## src/rtl/wb_pipe_if.sv

```systemverilog
// Bus bundle for wb_pipe: MEM-side write lanes, stage controls, WB outputs
// and the forwarding query ports.
interface wb_pipe_if #(
  parameter int unsigned LANES  = 2,
  parameter int unsigned DEPTH  = 1,
  parameter int unsigned DATA_W = 32,
  parameter int unsigned ADDR_W = 5,
  parameter int unsigned NQ     = 4
);
  localparam int unsigned PEND_W = $clog2(LANES*DEPTH+1);

  logic [LANES-1:0]        mem_we;
  logic [LANES*ADDR_W-1:0] mem_waddr;
  logic [LANES*DATA_W-1:0] mem_wdata;
  logic                    stall_mem;
  logic                    stall_wb;
  logic                    flush;
  logic [LANES-1:0]        wb_we;
  logic [LANES*ADDR_W-1:0] wb_waddr;
  logic [LANES*DATA_W-1:0] wb_wdata;
  logic [NQ*ADDR_W-1:0]    q_addr;
  logic [NQ-1:0]           q_hit;
  logic [NQ*DATA_W-1:0]    q_data;
  logic [PEND_W-1:0]       pending;

  modport master (
    output mem_we, mem_waddr, mem_wdata, stall_mem, stall_wb, flush, q_addr,
    input  wb_we, wb_waddr, wb_wdata, q_hit, q_data, pending
  );

  modport slave (
    input  mem_we, mem_waddr, mem_wdata, stall_mem, stall_wb, flush, q_addr,
    output wb_we, wb_waddr, wb_wdata, q_hit, q_data, pending
  );
endinterface

```

## src/rtl/wb_pipe.sv

```systemverilog
// MEM->WB write-back pipeline of DEPTH stages x LANES lanes with stall/flush
// control, a valid-write counter and register-only operand forwarding.
module wb_pipe #(
  parameter int unsigned LANES  = 2,
  parameter int unsigned DEPTH  = 1,
  parameter int unsigned DATA_W = 32,
  parameter int unsigned ADDR_W = 5,
  parameter int unsigned NQ     = 4
) (
  input logic     clk,
  input logic     rst_n,
  wb_pipe_if.slave bus
);
  localparam int unsigned PEND_W = $clog2(LANES*DEPTH+1);
  localparam int unsigned AW_L   = LANES*ADDR_W;
  localparam int unsigned DW_L   = LANES*DATA_W;

  logic [LANES-1:0]  r_we   [DEPTH];
  logic [AW_L-1:0]   r_addr [DEPTH];
  logic [DW_L-1:0]   r_data [DEPTH];
  logic [PEND_W-1:0] r_pending;

  logic [LANES-1:0]  w_we_nxt   [DEPTH];
  logic [AW_L-1:0]   w_addr_nxt [DEPTH];
  logic [DW_L-1:0]   w_data_nxt [DEPTH];
  logic [PEND_W-1:0] w_pending_nxt;

  logic [LANES-1:0]  w_cap_we;
  logic [AW_L-1:0]   w_cap_addr;
  logic [DW_L-1:0]   w_cap_data;

  logic [NQ-1:0]        w_q_hit;
  logic [NQ*DATA_W-1:0] w_q_data;

  // Writes to register 0 are dropped at the door so they never occupy a slot.
  always_comb begin
    w_cap_we   = '0;
    w_cap_addr = '0;
    w_cap_data = '0;
    for (int i = 0; i < int'(LANES); i++) begin
      if (bus.mem_we[i] && (bus.mem_waddr[i*ADDR_W +: ADDR_W] != '0)) begin
        w_cap_we[i]                   = 1'b1;
        w_cap_addr[i*ADDR_W +: ADDR_W] = bus.mem_waddr[i*ADDR_W +: ADDR_W];
        w_cap_data[i*DATA_W +: DATA_W] = bus.mem_wdata[i*DATA_W +: DATA_W];
      end
    end
  end

  // Next-state for every stage; hold is the default.
  always_comb begin
    for (int s = 0; s < int'(DEPTH); s++) begin
      w_we_nxt[s]   = r_we[s];
      w_addr_nxt[s] = r_addr[s];
      w_data_nxt[s] = r_data[s];
    end
    if (bus.flush) begin
      for (int s = 0; s < int'(DEPTH); s++) begin
        w_we_nxt[s]   = '0;
        w_addr_nxt[s] = '0;
        w_data_nxt[s] = '0;
      end
    end else begin
      if (!bus.stall_mem) begin
        w_we_nxt[0]   = w_cap_we;
        w_addr_nxt[0] = w_cap_addr;
        w_data_nxt[0] = w_cap_data;
      end else if (!bus.stall_wb) begin
        w_we_nxt[0]   = '0;
        w_addr_nxt[0] = '0;
        w_data_nxt[0] = '0;
      end
      for (int s = 1; s < int'(DEPTH); s++) begin
        if (!bus.stall_wb) begin
          w_we_nxt[s]   = r_we[s-1];
          w_addr_nxt[s] = r_addr[s-1];
          w_data_nxt[s] = r_data[s-1];
        end
      end
    end
    w_pending_nxt = '0;
    for (int s = 0; s < int'(DEPTH); s++) begin
      for (int i = 0; i < int'(LANES); i++) begin
        w_pending_nxt = w_pending_nxt + PEND_W'(w_we_nxt[s][i]);
      end
    end
  end

  // Stage registers and write counter.
  always_ff @(posedge clk or negedge rst_n) begin
    if (!rst_n) begin
      for (int s = 0; s < int'(DEPTH); s++) begin
        r_we[s]   <= '0;
        r_addr[s] <= '0;
        r_data[s] <= '0;
      end
      r_pending <= '0;
    end else begin
      for (int s = 0; s < int'(DEPTH); s++) begin
        r_we[s]   <= w_we_nxt[s];
        r_addr[s] <= w_addr_nxt[s];
        r_data[s] <= w_data_nxt[s];
      end
      r_pending <= w_pending_nxt;
    end
  end

  // Scan oldest-to-youngest, low-to-high lane so the last match is the winner.
  always_comb begin
    w_q_hit  = '0;
    w_q_data = '0;
    for (int k = 0; k < int'(NQ); k++) begin
      if (bus.q_addr[k*ADDR_W +: ADDR_W] != '0) begin
        for (int s = int'(DEPTH) - 1; s >= 0; s--) begin
          for (int i = 0; i < int'(LANES); i++) begin
            if (r_we[s][i] &&
                (r_addr[s][i*ADDR_W +: ADDR_W] == bus.q_addr[k*ADDR_W +: ADDR_W])) begin
              w_q_hit[k]                  = 1'b1;
              w_q_data[k*DATA_W +: DATA_W] = r_data[s][i*DATA_W +: DATA_W];
            end
          end
        end
      end
    end
  end

  assign bus.wb_we    = r_we[DEPTH-1];
  assign bus.wb_waddr = r_addr[DEPTH-1];
  assign bus.wb_wdata = r_data[DEPTH-1];
  assign bus.pending  = r_pending;
  assign bus.q_hit    = w_q_hit;
  assign bus.q_data   = w_q_data;

  // MEM advancing into a frozen WB would overwrite an unretired entry.
  a_illegal_stall: assert property (@(posedge clk) disable iff (!rst_n)
    !(!bus.stall_mem && bus.stall_wb));

endmodule
```

## src/flat_wrapper.sv

```systemverilog
// flat-port wrapper written by rule: the top's interface ports become plain ports
module wb_pipe_flat 
#(
  parameter int unsigned LANES  = 2,
  parameter int unsigned DEPTH  = 1,
  parameter int unsigned DATA_W = 32,
  parameter int unsigned ADDR_W = 5,
  parameter int unsigned NQ     = 4
)
  (clk, rst_n, bus_mem_we, bus_mem_waddr, bus_mem_wdata, bus_stall_mem, bus_stall_wb, bus_flush, bus_q_addr, bus_wb_we, bus_wb_waddr, bus_wb_wdata, bus_q_hit, bus_q_data, bus_pending);
  wb_pipe_if #(.LANES(LANES), .DEPTH(DEPTH), .DATA_W(DATA_W), .ADDR_W(ADDR_W), .NQ(NQ)) bus_i ();
  input logic clk;
  input logic rst_n;
  input wire logic [$bits(bus_i.mem_we)-1:0] bus_mem_we;
  input wire logic [$bits(bus_i.mem_waddr)-1:0] bus_mem_waddr;
  input wire logic [$bits(bus_i.mem_wdata)-1:0] bus_mem_wdata;
  input wire logic [$bits(bus_i.stall_mem)-1:0] bus_stall_mem;
  input wire logic [$bits(bus_i.stall_wb)-1:0] bus_stall_wb;
  input wire logic [$bits(bus_i.flush)-1:0] bus_flush;
  input wire logic [$bits(bus_i.q_addr)-1:0] bus_q_addr;
  output wire logic [$bits(bus_i.wb_we)-1:0] bus_wb_we;
  output wire logic [$bits(bus_i.wb_waddr)-1:0] bus_wb_waddr;
  output wire logic [$bits(bus_i.wb_wdata)-1:0] bus_wb_wdata;
  output wire logic [$bits(bus_i.q_hit)-1:0] bus_q_hit;
  output wire logic [$bits(bus_i.q_data)-1:0] bus_q_data;
  output wire logic [$bits(bus_i.pending)-1:0] bus_pending;
  assign bus_i.mem_we = bus_mem_we;
  assign bus_i.mem_waddr = bus_mem_waddr;
  assign bus_i.mem_wdata = bus_mem_wdata;
  assign bus_i.stall_mem = bus_stall_mem;
  assign bus_i.stall_wb = bus_stall_wb;
  assign bus_i.flush = bus_flush;
  assign bus_i.q_addr = bus_q_addr;
  assign bus_wb_we = bus_i.wb_we;
  assign bus_wb_waddr = bus_i.wb_waddr;
  assign bus_wb_wdata = bus_i.wb_wdata;
  assign bus_q_hit = bus_i.q_hit;
  assign bus_q_data = bus_i.q_data;
  assign bus_pending = bus_i.pending;
  wb_pipe #(.LANES(LANES), .DEPTH(DEPTH), .DATA_W(DATA_W), .ADDR_W(ADDR_W), .NQ(NQ)) u_core (.clk(clk), .rst_n(rst_n), .bus(bus_i));
endmodule
```

## config.mk

```make
export PLATFORM = sky130hd
export DESIGN_NAME = wb_pipe_flat
export DESIGN_NICKNAME = d
export VERILOG_FILES = /design/src/rtl/wb_pipe_if.sv /design/src/rtl/wb_pipe.sv /design/src/flat_wrapper.sv
export SDC_FILE = /design/constraint.sdc
export NUM_CORES = 1
export LEC_CHECK = 0
export BUFFER_PORTS_ARGS = -buffer_cell sky130_fd_sc_hd__buf_2
export CORE_MARGIN = 3
export CORE_UTILIZATION = 43
export DETAILED_ROUTE_END_ITERATION = 8
export PLACE_DENSITY_LB_ADDON = 0.2
export SETUP_SLACK_MARGIN = 0.2
export SKIP_LAST_GASP = 1
export SYNTH_ARGS = -nofsm -noshare
export SYNTH_HDL_FRONTEND = slang
export SYNTH_SLANG_ARGS = --single-unit
```

## constraint.sdc

```tcl
create_clock -name clk -period 1.5 [get_ports clk]
set_clock_uncertainty 0.05 [all_clocks]
set_input_delay 0.15 -clock clk [delete_from_list [all_inputs] [get_ports clk]]
set_output_delay 0.15 -clock clk [all_outputs]
set_load 0.1 [all_outputs]
```

==> results of run 1 <==
==> cell families after synthesis <==
logic type / count (synthesis)
buffers and inverters: 124
adders and majority gates: 1
AOI/OAI and AO/OA: 306
xor gates and xnor gates: 40
DFF: 78
and+or+nand+nor: 183
==> stage by stage <==
stage	std cells	hold slack, ns	instance area (um^2)	TNS (ns)	worst slack [ns]
after floorplan	732	-0.1956	8766	-151.64	-1.272
after global placement	1225	0.03628	12970	-72.26	-0.5963
after detailed placement	1225	0.04000	12970	-81.02	-0.7146
==> synth_stat cells (4+ instances only) <==
cell type,number
o21ai_0,96
dfrtp_1,78
nand2_1,75
nand3_1,70
a22o_1,69
clkbuf_1,38
a211oi_1,33
a211oi_2,31
inv_1,31
o22ai_1,30
xnor2_1,28
o32ai_2,26
buf_2,24
buf_6,20
xor2_1,12
nor2_1,9
nand4_1,6
a21oi_1,4
and2_1,4
buf_4,4
nand3b_1,4
nor3_1,4
==> metrics.cfg, run 1 <==
[die]
dieHeight_um=128.6
num_rows=44
start_util_pct=44.12
die_w_um=128.6
ios=311

[status]
failing_step=4_1_cts
status=stopped before the end
stop_error=[ERROR DPL-0038] Utilization greater than 100%, impossible to legalize

[cts]
cts_resized=251
cts.hold.buffers_added=61
cts.htree.levels=3
cts.path.max_buffers=2
clkSinkCount=78
root_buffer=clkbuf_16
cts-buffers-inserted=9
postCtsSetupBuffers=12

[synth]
synth_xor_area_share_pct=5.422
synth-simple-area-share_pct=13.81
synth_compound_area_share_pct=39.43
async_flop_share_pct=100.0
synth_flop_cell=dfrtp_1
synthMuxAreaShare_pct=0
yosysSeqAreaShare_pct=30.21
netlist.area_leader.share_pct=30.21
synth.avg_cell_area_um2=8.827
syn_area_mm2=0.006461
synth_seq_cells=78
yosys_warnings=0
syn_inst=732
synth-adder-area-share_pct=0.1936
synth.area.top_cells=dfrtp_1 (30%), a22o_1 (9.4%), o21ai_0 (7.4%)
synth_edf_count=0
synth_fp_nets=834
yosysTopAreaCell=dfrtp_1
synth_cell_types=43
synth_top_family_by_area=compound AO/OA/AOI/OAI gates

[placed_design]
dpl.hpwl_mm=24.27
place.gp.congestion=0.8731
io_buffers=310

==> inputs of run 2 (changes only) <==
- CORE_UTILIZATION: 43 -> 35
- PLACE_DENSITY_LB_ADDON: 0.2 -> 0.15
- SETUP_SLACK_MARGIN: 0.2 -> not set
- clock period: 1.5 -> 2 ns (I/O delays scaled with it)
==> run 2 against run 1 <==
Net effect: the flow now finishes, with violations (negative setup slack); synthesized cell count unchanged; synthesized area stayed put.
==> metrics.cfg, run 2 <==
[detailed_routing]
wirelength_mm=34.09
drt-pass1-iter-count=5
drc=0
wl_per_cell_um=26.04
first_iter_violations=579
via_count=7890
via_per_inst=6.028
final_antenna_net_count=0

[power]
p_clk_share_pct=37.4
power.density_mw_per_mm2=359.2
leakage_nw=4.822
p_seq_share_pct=34.6
p_total_mw=5.064
vdd_drop_max_mv=0.4101
p_sw_share_pct=36.29
p_switching_mw=1.838
p_int_mw=3.226
comb_power_share_pct=28.0

[finish]
n_antenna_cell=0
drive_gt1_share_pct=62.78
area_delta_synth_final_pct=118.2
fillers=1119
mostFrequentLayoutCells=buf_2 (177), buf_12 (171), nand2_1 (71)
largest_reg_flops=64
fin_area_mm2=0.01410
fin_nets=1177
final_common_cell=buf_2
stdcell_count=1309

[timing]
max_freq_mhz=382.8
layout_setup_ws_ns=-0.6124
post-route-period-util_pct=130.6
fin_crit_ns=2.612
slew_headroom_pct=49.28
tightest_slew_ns=0.7591
setup_tns_ns=-71.10
drv_slew=0
rsz0062_at_grt=true
hold_violations=0
setup_violations=132

[grt]
grt_first_pass_wirelength_mm=49.12
grt_max_degree=42
grt_pass1_vias=7982
antenna_found_initial=0
grt_usage_pct=31.41
overflow=0

[status]
status=finished with violations  ; was stopped before the end
violations=negative setup slack

[cts]
cts_tree=yes
clkSinkCount=78  ; unchanged
cts.path.max_buffers=2  ; unchanged
path_clk_slew_ns=0.07
clk_latency_ns=0.35
cts.htree.levels=3  ; unchanged
root_buffer=clkbuf_16  ; unchanged
cts-buffers-inserted=9  ; unchanged

[synth]
synth.avg_cell_area_um2=8.827  ; unchanged
async_flop_share_pct=100.0  ; unchanged
synth_edf_count=0  ; unchanged
synth_fp_nets=834  ; unchanged
synth_seq_cells=78  ; unchanged
yosysMostFrequentCell=o21ai_0  ; unchanged
synth_cell_types=43  ; unchanged
yosys-top-cells-count=o21ai_0 (96), dfrtp_1 (78), nand2_1 (75)  ; unchanged
netlist.area_leader.share_pct=30.21  ; unchanged
yosys_warnings=0  ; unchanged
syn_inst=732  ; unchanged
syn_area_mm2=0.006461  ; unchanged
synth_flop_cell=dfrtp_1  ; unchanged
yosysTopAreaCell=dfrtp_1  ; unchanged
yosysSeqAreaShare_pct=30.21  ; unchanged
synth.area.top_cells=dfrtp_1 (30%), a22o_1 (9.4%), o21ai_0 (7.4%)  ; unchanged

[setup_path]
startpoint_type=flop
ff2ff_path_depth=3
critPathArrivalTime_ns=2.36
r2r-end=u_core.bus.pending[0]$_DFF_PN0_
r2r-start=u_core.bus.wb_we[0]$_DFF_PN0_
crit_fanout=18
reg2reg_slack_ns=0.73
worstSetupPathType=reg2out
cp-end-kind=output pin
worstPathRequired_ns=1.75

[die]
start_util_pct=35.85  ; was 44.12%
die-area_mm2=0.02013
num_rows=49  ; was 44
dieHeight_um=141.9  ; was 128.6 um
ios=311  ; unchanged
die_w_um=141.9  ; was 128.6 um
fp.coreArea_mm2=0.01802

[hold_path]
min-delay-start=bus_mem_wdata[56]
whs_path_depth=2
hp-class=in2reg
worstHoldEndpoint=u_core.bus.wb_wdata[56]$_DFFE_PN0P_

[placed_design]
place.gp.congestion=0.8623  ; was 0.8731
io_buffers=310  ; unchanged
placed_cells_incl_taps=1259  ; was 1225
dpl-instance-area_mm2=0.01278  ; was 0.01297 mm^2
dpl.hpwl_mm=22.92  ; was 24.27 mm

[flow_run]
max-cap-violations=0

run 2: cell counts after synthesis:
Identical to the previous run, type by type.
run 2: area by class of cell:
class	count	area (um^2)	share of cell area (%)
multi-input cells	530	6108	43.33
repair buffers	425	5263	37.33
flip-flops and latches	78	1988	14.10
well taps	229	286.5	2.033
clock buffers	11	252.7	1.793
inverters	31	116.4	0.8255
clock inverters	5	81.33	0.5770
run 2: kinds of logic after synthesis:
logic type               share of synthesized area (%)
adder cells (fa/ha/maj)                         0.1936
XOR/XNOR                                         5.422
flip-flops                                       30.21
AO/OA/AOI/OAI                                    39.43
AND/OR/NAND/NOR                                  13.81
buffers and inverters                            10.94
run 2: timing repair:
action | CTS | global route
setup endpoints to repair | 132 | 132
hold endpoints to repair | 37 | 0
buffers inserted | 10 | 4
pin swaps | 27 | 74
hold buffers | 1 | 0
cloned | 8 | 11
resized for setup | 48 | 64
run 2: how the worst max path moves through the flow:
stage	startpoint	endpoint
6_report	u_core.bus.wb_waddr[2]$_DFFE_PN0P_	bus_q_data[111]
5_1_grt	u_core.bus.wb_waddr[8]$_DFFE_PN0P_	bus_q_data[91]
4_1_cts	u_core.bus.wb_waddr[9]$_DFFE_PN0P_	bus_q_data[53]
3_5_place_dp	u_core.bus.wb_waddr[8]$_DFFE_PN0P_	bus_q_data[53]
3_3_place_gp	u_core.bus.wb_waddr[8]$_DFFE_PN0P_	bus_q_data[46]
2_1_floorplan	u_core.bus.wb_waddr[2]$_DFFE_PN0P_	bus_q_data[34]
run 2: through the flow:
stage | util, % | setup WS, ns | hold slack (ns)
floorplan | - | -0.8509 | -0.1456
global placement | 70.91 | -0.1706 | 0.1591
detailed placement | 70.91 | -0.2062 | 0.1609
CTS | 75.39 | -0.5642 | 0.0001890
global route | 78.20 | -0.6982 | 0.01675
finish | 78.20 | -0.6124 | 0.007299
run 2: worst max-delay path: stages, from the launching register on:
cell and delay (ns):
dfrtp_4 0.51, xor2_1 0.16, nor4_2 0.29, buf_4 0.18, nand4_4 0.20, buf_12 0.26
o22ai_4 0.20, buf_12 0.20
run 2: metal layers:
layer / vias to the layer above / routed length (um) / GRT usage [%]
met3: 79 / 3057 / 6.235
li1: 3403 / - / -
met4: 0 / 1049 / 11.01
met5: - / 0 / 0
met1: 3943 / 13350 / 41.28
met2: 465 / 16630 / 51.60
run 2: power groups by stage:
stage	registers [mW]	logic [mW]	clock network, mW
floorplan	2.11	0.516	0
global placement	1.77	1.25	0
CTS	1.74	1.35	1.91
detailed placement	1.77	1.27	0
global route	1.76	1.48	1.97
finish	1.75	1.42	1.89
Note: power is estimated with default switching activity, not from simulation.
==> inputs of run 3 (changes only) <==
- CORE_UTILIZATION: 35 -> 48
==> run 3 against run 2 <==
Net effect: the flow now stops in 3_5_place_dp; synthesized area stayed put; synthesized cell count is the same.
==> metrics.cfg, run 3 <==
[status]
status=stopped before the end  ; was finished with violations
failing_step=3_5_place_dp
stop_error=[ERROR DPL-0033] detailed placement checks failed during check placement.

[synth]
syn_area_mm2=0.006461  ; unchanged
yosysTopAreaCell=dfrtp_1  ; unchanged
netlist.area_leader.share_pct=30.21  ; unchanged
synth_edf_count=0  ; unchanged
synth.area.top_cells=dfrtp_1 (30%), a22o_1 (9.4%), o21ai_0 (7.4%)  ; unchanged
yosys-top-cells-count=o21ai_0 (96), dfrtp_1 (78), nand2_1 (75)  ; unchanged
async_flop_share_pct=100.0  ; unchanged
synth_cell_types=43  ; unchanged
yosysMostFrequentCell=o21ai_0  ; unchanged
synth_flop_cell=dfrtp_1  ; unchanged
synth.avg_cell_area_um2=8.827  ; unchanged
yosysSeqAreaShare_pct=30.21  ; unchanged
syn_inst=732  ; unchanged
synth_seq_cells=78  ; unchanged
synth_fp_nets=834  ; unchanged
yosys_warnings=0  ; unchanged

[placed_design]
dpl.hpwl_mm=30.11  ; was 22.92 mm
io_buffers=310  ; unchanged
place.gp.congestion=0.9434  ; was 0.8623

[die]
ios=311  ; unchanged
start_util_pct=50.18  ; was 35.85%
die_w_um=122.0  ; was 141.9 um
num_rows=41  ; was 49
dieHeight_um=122.0  ; was 141.9 um

## run 3: cell counts after synthesis
Identical to the previous run, type by type.
## run 3: cell families after synthesis
kind of cell,synth area share [%]
buffers and inverters,10.94
AND/OR/NAND/NOR,13.81
AO/OA/AOI/OAI,39.43
XOR/XNOR,5.422
adder cells (fa/ha/maj),0.1936
flip-flops,30.21
## run 3: through the flow
stage          hold WS, ns  setup slack (ns)  setup TNS (ns)  instances  cell area, um^2
3_3_place_gp        0.1422           -0.1788          -14.32       1196            12570
2_1_floorplan      -0.1456           -0.8509          -94.93        732             8653
